$ cat src/rtl/debug_seq.sv
// debug_seq: front-panel run/halt/step sequencer for the SC/MP LCDS debug logic.
// Debounces the INIT and HALT push switches, watches the CPU status byte at each
// address strobe for the halt flag, and decides when to request the debug
// monitor (DEBUG_n), hold the CPU (CONT) and pulse CPU reset (CPU_RST_n).
//
// Optional feature macro: DEBUG_SEQ_DEBOUNCE_EN
//   defined   : counter debouncer per switch (DB_CYCLES stable cycles).
//   undefined : synchronised switch level used directly, DB_CYCLES ignored.
//
// Ports:
//   clk              system clock
//   RST              synchronous active-high reset
//   init_sw          raw INIT push switch, 1 = pressed
//   halt_sw          raw HALT/STEP push switch, 1 = pressed
//   run_mode_toggle  1 = run, 0 = single-step
//   halt_inst_toggle 1 = stop when CPU status shows H
//   ADS_n            CPU address strobe (synchronous to clk)
//   data             CPU data bus; status byte while ADS_n low (bit7 H, bit4 I)
//   INDBG_n          low while the debug routine executes
//   CONT             CPU continue; 0 holds the CPU
//   DEBUG_n          debug-entry request, active low
//   CPU_RST_n        CPU reset, active low
//   state            current state, for LEDs
//   stop_err         sticky: a STOP_REQ timed out
module debug_seq #(
   parameter logic [15:0] DB_CYCLES    = 16'd50000,
   parameter logic [7:0]  RESET_CYCLES = 8'd64,
   parameter logic [11:0] STOP_TIMEOUT = 12'd1024
) (
   input  logic       clk,
   input  logic       RST,
   input  logic       init_sw,
   input  logic       halt_sw,
   input  logic       run_mode_toggle,
   input  logic       halt_inst_toggle,
   input  logic       ADS_n,
   input  logic [7:0] data,
   input  logic       INDBG_n,
   output logic       CONT,
   output logic       DEBUG_n,
   output logic       CPU_RST_n,
   output logic [2:0] state,
   output logic       stop_err
);

   localparam int unsigned TMR_W = 12;
   localparam int unsigned DB_W  = 16;

   typedef enum logic [2:0] {
      S_INIT     = 3'd0,
      S_RUN      = 3'd1,
      S_STOP_REQ = 3'd2,
      S_IN_DEBUG = 3'd3,
      S_HALTED   = 3'd4,
      S_STEP     = 3'd5
   } state_t;

   // Switch front end: bit 0 = init, bit 1 = halt
   logic [1:0] sw_raw;
   logic [1:0] sync1;
   logic [1:0] sync2;
   logic [1:0] db_lvl;
   logic [1:0] db_prev;
   logic [1:0] press;
   logic       unused_bits;

   assign sw_raw = {halt_sw, init_sw};

   // Two-flop synchroniser and rising-edge press detector
   always_ff @(posedge clk) begin
      if (RST) begin
         sync1   <= '0;
         sync2   <= '0;
         db_prev <= '0;
         press   <= '0;
      end else begin
         sync1   <= sw_raw;
         sync2   <= sync1;
         db_prev <= db_lvl;
         press   <= db_lvl & ~db_prev;
      end
   end

`ifdef DEBUG_SEQ_DEBOUNCE_EN
   logic [DB_W-1:0] db_cnt [2];

   // Counter debouncer: any return to the accepted level restarts the count
   always_ff @(posedge clk) begin
      if (RST) begin
         db_lvl <= '0;
         for (int k = 0; k < 2; k++) db_cnt[k] <= '0;
      end else begin
         for (int k = 0; k < 2; k++) begin
            if (sync2[k] == db_lvl[k]) begin
               db_cnt[k] <= '0;
            end else if (db_cnt[k] == DB_CYCLES - DB_W'(1)) begin
               db_lvl[k] <= sync2[k];
               db_cnt[k] <= '0;
            end else begin
               db_cnt[k] <= db_cnt[k] + DB_W'(1);
            end
         end
      end
   end

   assign unused_bits = ^{data[6:5], data[3:0]};
`else
   assign db_lvl      = sync2;
   assign unused_bits = ^{data[6:5], data[3:0], DB_CYCLES};
`endif

   logic init_press;
   logic halt_press;
   assign init_press = press[0];
   assign halt_press = press[1];

   // Address-strobe falling edge; status bits captured on the same edge
   logic ads_d;
   logic ads_ev;
   logic h_q;
   logic i_q;

   always_ff @(posedge clk) begin
      if (RST) begin
         ads_d  <= 1'b1;
         ads_ev <= 1'b0;
         h_q    <= 1'b0;
         i_q    <= 1'b0;
      end else begin
         ads_d  <= ADS_n;
         ads_ev <= ads_d & ~ADS_n;
         if (ads_d & ~ADS_n) begin
            h_q <= data[7];
            i_q <= data[4];
         end
      end
   end

   state_t           st;
   state_t           nxt;
   logic             timeout;
   logic [TMR_W-1:0] tmr;
   logic [1:0]       fetch_cnt;

   // Next-state decision; init press overrides every other transition
   always_comb begin
      nxt     = st;
      timeout = 1'b0;
      case (st)
         S_INIT: begin
            if (tmr == TMR_W'(RESET_CYCLES) - TMR_W'(1))
               nxt = run_mode_toggle ? S_RUN : S_HALTED;
         end
         S_RUN: begin
            if (halt_press || !run_mode_toggle || (ads_ev && h_q && halt_inst_toggle))
               nxt = S_STOP_REQ;
         end
         S_STOP_REQ: begin
            if (!INDBG_n) begin
               nxt = S_IN_DEBUG;
            end else if (tmr == STOP_TIMEOUT - TMR_W'(1)) begin
               nxt     = S_HALTED;
               timeout = 1'b1;
            end
         end
         S_IN_DEBUG: begin
            if (INDBG_n) nxt = S_HALTED;
         end
         S_HALTED: begin
            if (halt_press) nxt = run_mode_toggle ? S_RUN : S_STEP;
         end
         S_STEP: begin
            // Second fetch strobe means one full instruction has executed
            if (ads_ev && i_q && fetch_cnt == 2'd1) nxt = S_STOP_REQ;
         end
         default: nxt = S_INIT;
      endcase
      if (init_press) begin
         nxt     = S_INIT;
         timeout = 1'b0;
      end
   end

   // State, counters and outputs; outputs decoded from the next state
   always_ff @(posedge clk) begin
      if (RST) begin
         st        <= S_INIT;
         tmr       <= '0;
         fetch_cnt <= '0;
         CONT      <= 1'b0;
         DEBUG_n   <= 1'b1;
         CPU_RST_n <= 1'b0;
         stop_err  <= 1'b0;
      end else begin
         st <= nxt;

         if (nxt != st || init_press)
            tmr <= '0;
         else if (st == S_INIT || st == S_STOP_REQ)
            tmr <= tmr + TMR_W'(1);

         if (nxt != st || init_press)
            fetch_cnt <= '0;
         else if (st == S_STEP && ads_ev && i_q)
            fetch_cnt <= fetch_cnt + 2'd1;

         if (init_press)
            stop_err <= 1'b0;
         else if (timeout)
            stop_err <= 1'b1;

         CONT      <= (nxt != S_INIT) && (nxt != S_HALTED);
         DEBUG_n   <= (nxt != S_STOP_REQ);
         CPU_RST_n <= (nxt != S_INIT);
      end
   end

   assign state = st;

endmodule

$ cat config.mk
export PLATFORM = sky130hd
export DESIGN_NAME = debug_seq
export DESIGN_NICKNAME = d
export VERILOG_FILES = /design/src/rtl/debug_seq.sv
export SDC_FILE = /design/constraint.sdc
export NUM_CORES = 1
export LEC_CHECK = 0
export ABC_AREA = 0
export BUFFER_PORTS_ARGS = -buffer_cell sky130_fd_sc_hd__buf_4
export CAP_MARGIN = 0
export CORE_UTILIZATION = 39
export DETAILED_ROUTE_END_ITERATION = 12
export PLACE_DENSITY = 0.63
export RECOVER_POWER = 100
export SYNTH_ARGS = -nofsm -noshare
export SYNTH_HDL_FRONTEND = slang
export SYNTH_SLANG_ARGS = --single-unit
$ cat constraint.sdc
create_clock -name clk -period 2.5 [get_ports clk]
set_input_delay 0.375 -clock clk [delete_from_list [all_inputs] [get_ports clk]]
set_output_delay 0.375 -clock clk [all_outputs]
set_load 0.01 [all_outputs]
After elaboration in Yosys (flattened, before gate mapping)
Index checks and enable logic that the tools add are counted.
{ "classes": {"n_addsub": 2, "multipliers": 0, "div_mod_pow": 0, "n_lt_le_gt_ge": 0, "eq_ne": 11, "n_shift": 0, "mux": 15, "n_bitwise": 4, "reduce_logical": 16} }
{ "op_table": {"columns": ["op", "n"], "rows": [
  ["two-way mux 3 bit", 10],
  ["case mux 3 bit (6 select lines)", 1],
  ["adder 12 x 1 -> 12 bit (second input constant)", 1],
  ["equality test 12 x 10 -> 1 bit (second input constant)", 1],
  ["equality test 12 x 6 -> 1 bit (second input constant)", 1],
  ["logical AND 1 bit", 7],
  ["equality test 3 x 2 -> 1 bit (second input constant)", 2],
  ["equality test 3 bit (second input constant)", 2],
  ["logical OR 1 bit", 4],
  ["two-way mux 1 bit", 4],
  ["OR reduction 2 bit", 2],
  ["equality test 3 x 1 -> 1 bit (second input constant)", 1],
  ["logical NOT 3 bit", 1],
  ["inequality test 3 x 2 -> 1 bit (second input constant)", 1],
  ["inequality test 3 bit", 1],
  ["inequality test 3 bit (second input constant)", 1],
  ["nonzero test 3 bit", 1],
  ["adder 2 x 1 -> 2 bit (second input constant)", 1],
  ["bitwise AND 2 bit", 1],
  ["equality test 2 x 1 -> 1 bit (second input constant)", 1],
  ["inverter 2 bit", 1],
  ["bitwise AND 1 bit", 1],
  ["logical NOT 1 bit", 1],
  ["inverter 1 bit", 1]
]} }
{ "totals": {"ff_bits": 33, "latchBits": 0, "ramBits": 0, "mem_bits_ro": 0, "in_bits": 16, "wordCells": 63, "memories": 0} }

Logic depth before layout (Yosys ltp)
{ "depth": {"depth_word": 9, "mapped_depth": 8, "depth_no_buf": 7} }

Worst setup path after synthesis
OpenSTA, ideal clock, no wires.
{ "synth_path": {"path_type": "flip-flop to flip-flop", "from": "reg tmr[0]", "to": "reg fetch_cnt[1]", "arrival_ns": 2.038, "t_required_ns": 2.381, "path_slack_ns": 0.342, "path_stages_with_launch": 8, "period_less_slack_ns": 2.158, "path_cell_list": "dfxtp_1 ha_1 or3b_2 or4_4 a31o_1 nand3_2 buf_6 nor4b_1"} }
{ "synth_via": {"elab_chain_len": 8, "elab_cells_between_ends": 10, "classes_between": "3 x eq/ne; 5 x mux; 2 x reduce/logical"} }
{ "synth_rtl": {"columns": ["item", "line", "source"], "rows": [
  ["start, declared", "142", "logic [TMR_W-1:0] tmr;"],
  ["start signal, assigned", "200", "tmr <= tmr + TMR_W'(1);"],
  ["equality test 12 x 10 -> 1 bit", "161", "end else if (tmr == STOP_TIMEOUT - TMR_W'(1)) begin"],
  ["two-way mux 3 bit", "161", null],
  ["two-way mux 3 bit", "159", "if (!INDBG_n) begin"],
  ["case mux 3 bit (6 select lines) *", "149", "case (st)"],
  ["two-way mux 3 bit *", "178", "if (init_press) begin"],
  ["inequality test 3 bit *", "202", "if (nxt != st || init_press)"],
  ["logical OR 1 bit *", "202", null],
  ["OR reduction 2 bit (no line) *", null, null],
  ["end signal, assigned", "205", "fetch_cnt <= fetch_cnt + 2'd1;"],
  ["end, declared", "143", "logic [1:0] fetch_cnt;"]
]} }
Every way passes the cells marked *; elsewhere a longest branch is shown, timed or not.
A chain may end at the register's enable or synchronous reset.

Final worst setup path
Ends and elaborated chain as after synthesis.

==> impl_metrics.env <==
export IMPL_status="complete, no violations"
export IMPL_postSynthAreaPerCell_um2=8.963
export IMPL_powerDensity_mw_per_mm2=664.8
export IMPL_cts_buffers=5
export IMPL_holdCritPathClass="in2reg"
export IMPL_area_growth_pct=17.26
export IMPL_synth_edf_count=0
export IMPL_timing_max_cap_violations=0
export IMPL_syn_area_mm2=0.001479
export IMPL_yosys_warnings=0
export IMPL_setup_slack_ns=0.1381
export IMPL_dp_worst_setup_slack_ns=0.1429
export IMPL_dr_wl_met2_um=1366
export IMPL_dr_wl_met3_um=184
export IMPL_io_pins=23
export IMPL_critical_path_slowest_cell="or4_4"
export IMPL_routedLengthMet1_um=1296
export IMPL_worst_path_buf_inv=0
export IMPL_track_usage=0.1603
export IMPL_fp_dieH_um=63.58
export IMPL_core_mm2=0.003661
export IMPL_critical_path_class="reg2reg"
export IMPL_ant_nets=0
export IMPL_whs_ns=0.3037
export IMPL_start_util=0.4040
export IMPL_max_stage_delay_ns=0.55
export IMPL_cts_sinks=33
export IMPL_hold_viol_final=0
export IMPL_overflow=0
export IMPL_p_leak_uw=0.0006829
export IMPL_tns_ns=0
export IMPL_synth_nets=183
export IMPL_wl_per_cell_um=12.43
export IMPL_remaining_drc_errors=0
export IMPL_setup_viol=0
export IMPL_die_area_mm2=0.004042
export IMPL_grt_pass1_wl_um=4940
export IMPL_placement_rows=22
export IMPL_viasPerCell=5.248
export IMPL_crit_path_start_kind="flip-flop"
export IMPL_rsz0062_at_grt="no"
export IMPL_drtIter0Drc=58
export IMPL_synthFlopType="dfxtp_1"
export IMPL_cp_max_fo=11
export IMPL_post_cts_setup_buffers=0
export IMPL_cts_hold_buf=0
export IMPL_finalWeightedCongestion=0.8174
export IMPL_fmax_mhz=423.4
export IMPL_async_flop_share=0
export IMPL_cts_root_buffer="clkbuf_8"
export IMPL_vias=1228
export IMPL_drv_slew=0
export IMPL_top_layer="met4"
export IMPL_post_route_util=0.4737
export IMPL_cts_buffer_depth=2
export IMPL_skew_ns=0.002002
export IMPL_cp_top_family="simple AND/OR/NAND/NOR gates"
export IMPL_path_clk_slew_ns=0.06
export IMPL_nFillCells=368
export IMPL_num_antenna_cells=0
export IMPL_grt_pass1_vias=1139
export IMPL_clkLatencyLatePin_ns=0.28
export IMPL_endpoint_kind="flip-flop"
export IMPL_crit_chain="ha_1 > or3b_2 > or4_4 > a31o_1 > nand3_2 > nor4b_1"
export IMPL_dp_cells=226
export IMPL_tritoncts="yes"
export IMPL_dr_pass1_iters=4
export IMPL_tightestPinTransition_ns=0.7478
export IMPL_synth_cell_types=42
export IMPL_portBuffers=16
export IMPL_dp_hpwl_um=2138
export IMPL_layout_nets=203
export IMPL_syn_inst=165
export IMPL_cp_data_required_time_ns=2.66
export IMPL_max_vdd_ir_drop_mv=0.2961
export IMPL_drive_above_1_share=0.1452
export IMPL_ys_ff_latch=33
export IMPL_fin_cells=234
export IMPL_ys_seq_area_frac=0.4467
export IMPL_fp_dieW_um=63.58
export IMPL_cts_resized=0
export IMPL_grt_max_degree=19
export IMPL_min_period_ns=2.362
export IMPL_htree_num_levels=2
export IMPL_antenna_found_initial=0
export IMPL_fin_crit_sh=0.9448
export IMPL_slew_headroom=0.5014
export IMPL_routed_wl_um=2908
export IMPL_cp_arrival_ns=2.52
[final cells by class]
type                            instances  area [um2]  share of cell area
Timing Repair Buffer                   19       108.9             0.06277
Tap cell                               48       60.06             0.03463
Clock inverter                          1       30.03             0.01732
Inverter                                5       18.77             0.01082
Sequential cell                        33       660.6              0.3810
Clock buffer                            7       86.33             0.04978
Multi-Input combinational cell        121       769.5              0.4437
[per-stage QoR]
stage / total power, uW / instance area [um2]
floorplan: 631.2 / 1479
global placement: 652.6 / 1652
detailed placement: 658.2 / 1652
CTS: 1165 / 1768
global route: 1199 / 1734
finish: 1153 / 1734
[cells by family (layout without fill, tap and decap cells)]
kind of cell | count (synthesis) | after routing | share of synthesized area
AND/OR/NAND/NOR | 86 | 86 | 0.3316
buffers and inverters | 11 | 32 | 0.03300
XOR/XNOR | 12 | 12 | 0.07107
adder cells (fa/ha/maj) | 2 | 2 | 0.01692
flip-flops | 33 | 33 | 0.4467
multiplexers | 1 | 1 | 0.006768
AO/OA/AOI/OAI | 20 | 20 | 0.09391
[registers in the layout, summed over array words and instances, names as in the netlist]
| name | flops |
|---|---|
| db_prev | 2 |
| db_lvl | 2 |
| ads_d | 1 |
| i_q | 1 |
| DEBUG_n | 1 |
| sync1 | 2 |
| stop_err | 1 |
| tmr | 12 |
| ads_ev | 1 |
| CONT | 1 |
| press | 2 |
| CPU_RST_n | 1 |
| state | 3 |
| fetch_cnt | 2 |
| h_q | 1 |
[worst paths after layout]
| path | from | cells after the start | slack, ns | endpoint |
|---|---|---|---|---|
| max reg2reg | tmr[0] | 6 | 0.14 | fetch_cnt[1] |
| min | halt_sw | 2 | 0.30 | sync1[1] |
| max | tmr[0] | 6 | 0.14 | fetch_cnt[1] |
| min reg2reg | db_prev[1] | 1 | 0.38 | press[1] |
[Yosys cell counts, drive strengths merged (3+ instances only)]
library cell | instances | area [um2]
dfxtp | 33 | 660.6
nand2 | 16 | 60.06
nor2 | 15 | 56.30
nor2b | 10 | 62.56
nor3 | 10 | 50.05
nand4 | 7 | 43.79
xor2 | 7 | 61.31
clkbuf | 5 | 18.77
inv | 5 | 18.77
nand3 | 5 | 30.03
xnor2 | 5 | 43.79
a21oi | 4 | 20.02
nor4 | 3 | 25.02
o21ai | 3 | 15.01
or3b | 3 | 26.28
or4 | 3 | 26.27
[layer usage]
metal  global-route usage  vias to the layer above
li1                     -                      629
met1               0.1836                      558
met2               0.2673                       35
met3              0.04529                        6
met4              0.08523                        0
met5                    0                        -
[layout by cell type (no fill, tap or decap), types with 5 or more instances in the layout]
cell	instances
buf_4	10
clkbuf_1	10
clkbuf_8	6
dfxtp_1	33
inv_1	5
nand2_1	16
nand4_1	7
nor2_1	15
nor2b_1	10
nor3_1	10
xnor2_1	5
xor2_1	7
[where the power goes]
| part | internal [uW] | switching (uW) | leakage (uW) | total [uW] |
|---|---|---|---|---|
| Clock | 325 | 183 | 0.0000585 | 508 |
| Combinational | 38.5 | 39.9 | 0.000356 | 78.4 |
| Sequential | 547 | 19.7 | 0.000269 | 567 |
No activity file was read; power rests on OpenSTA's default activity.
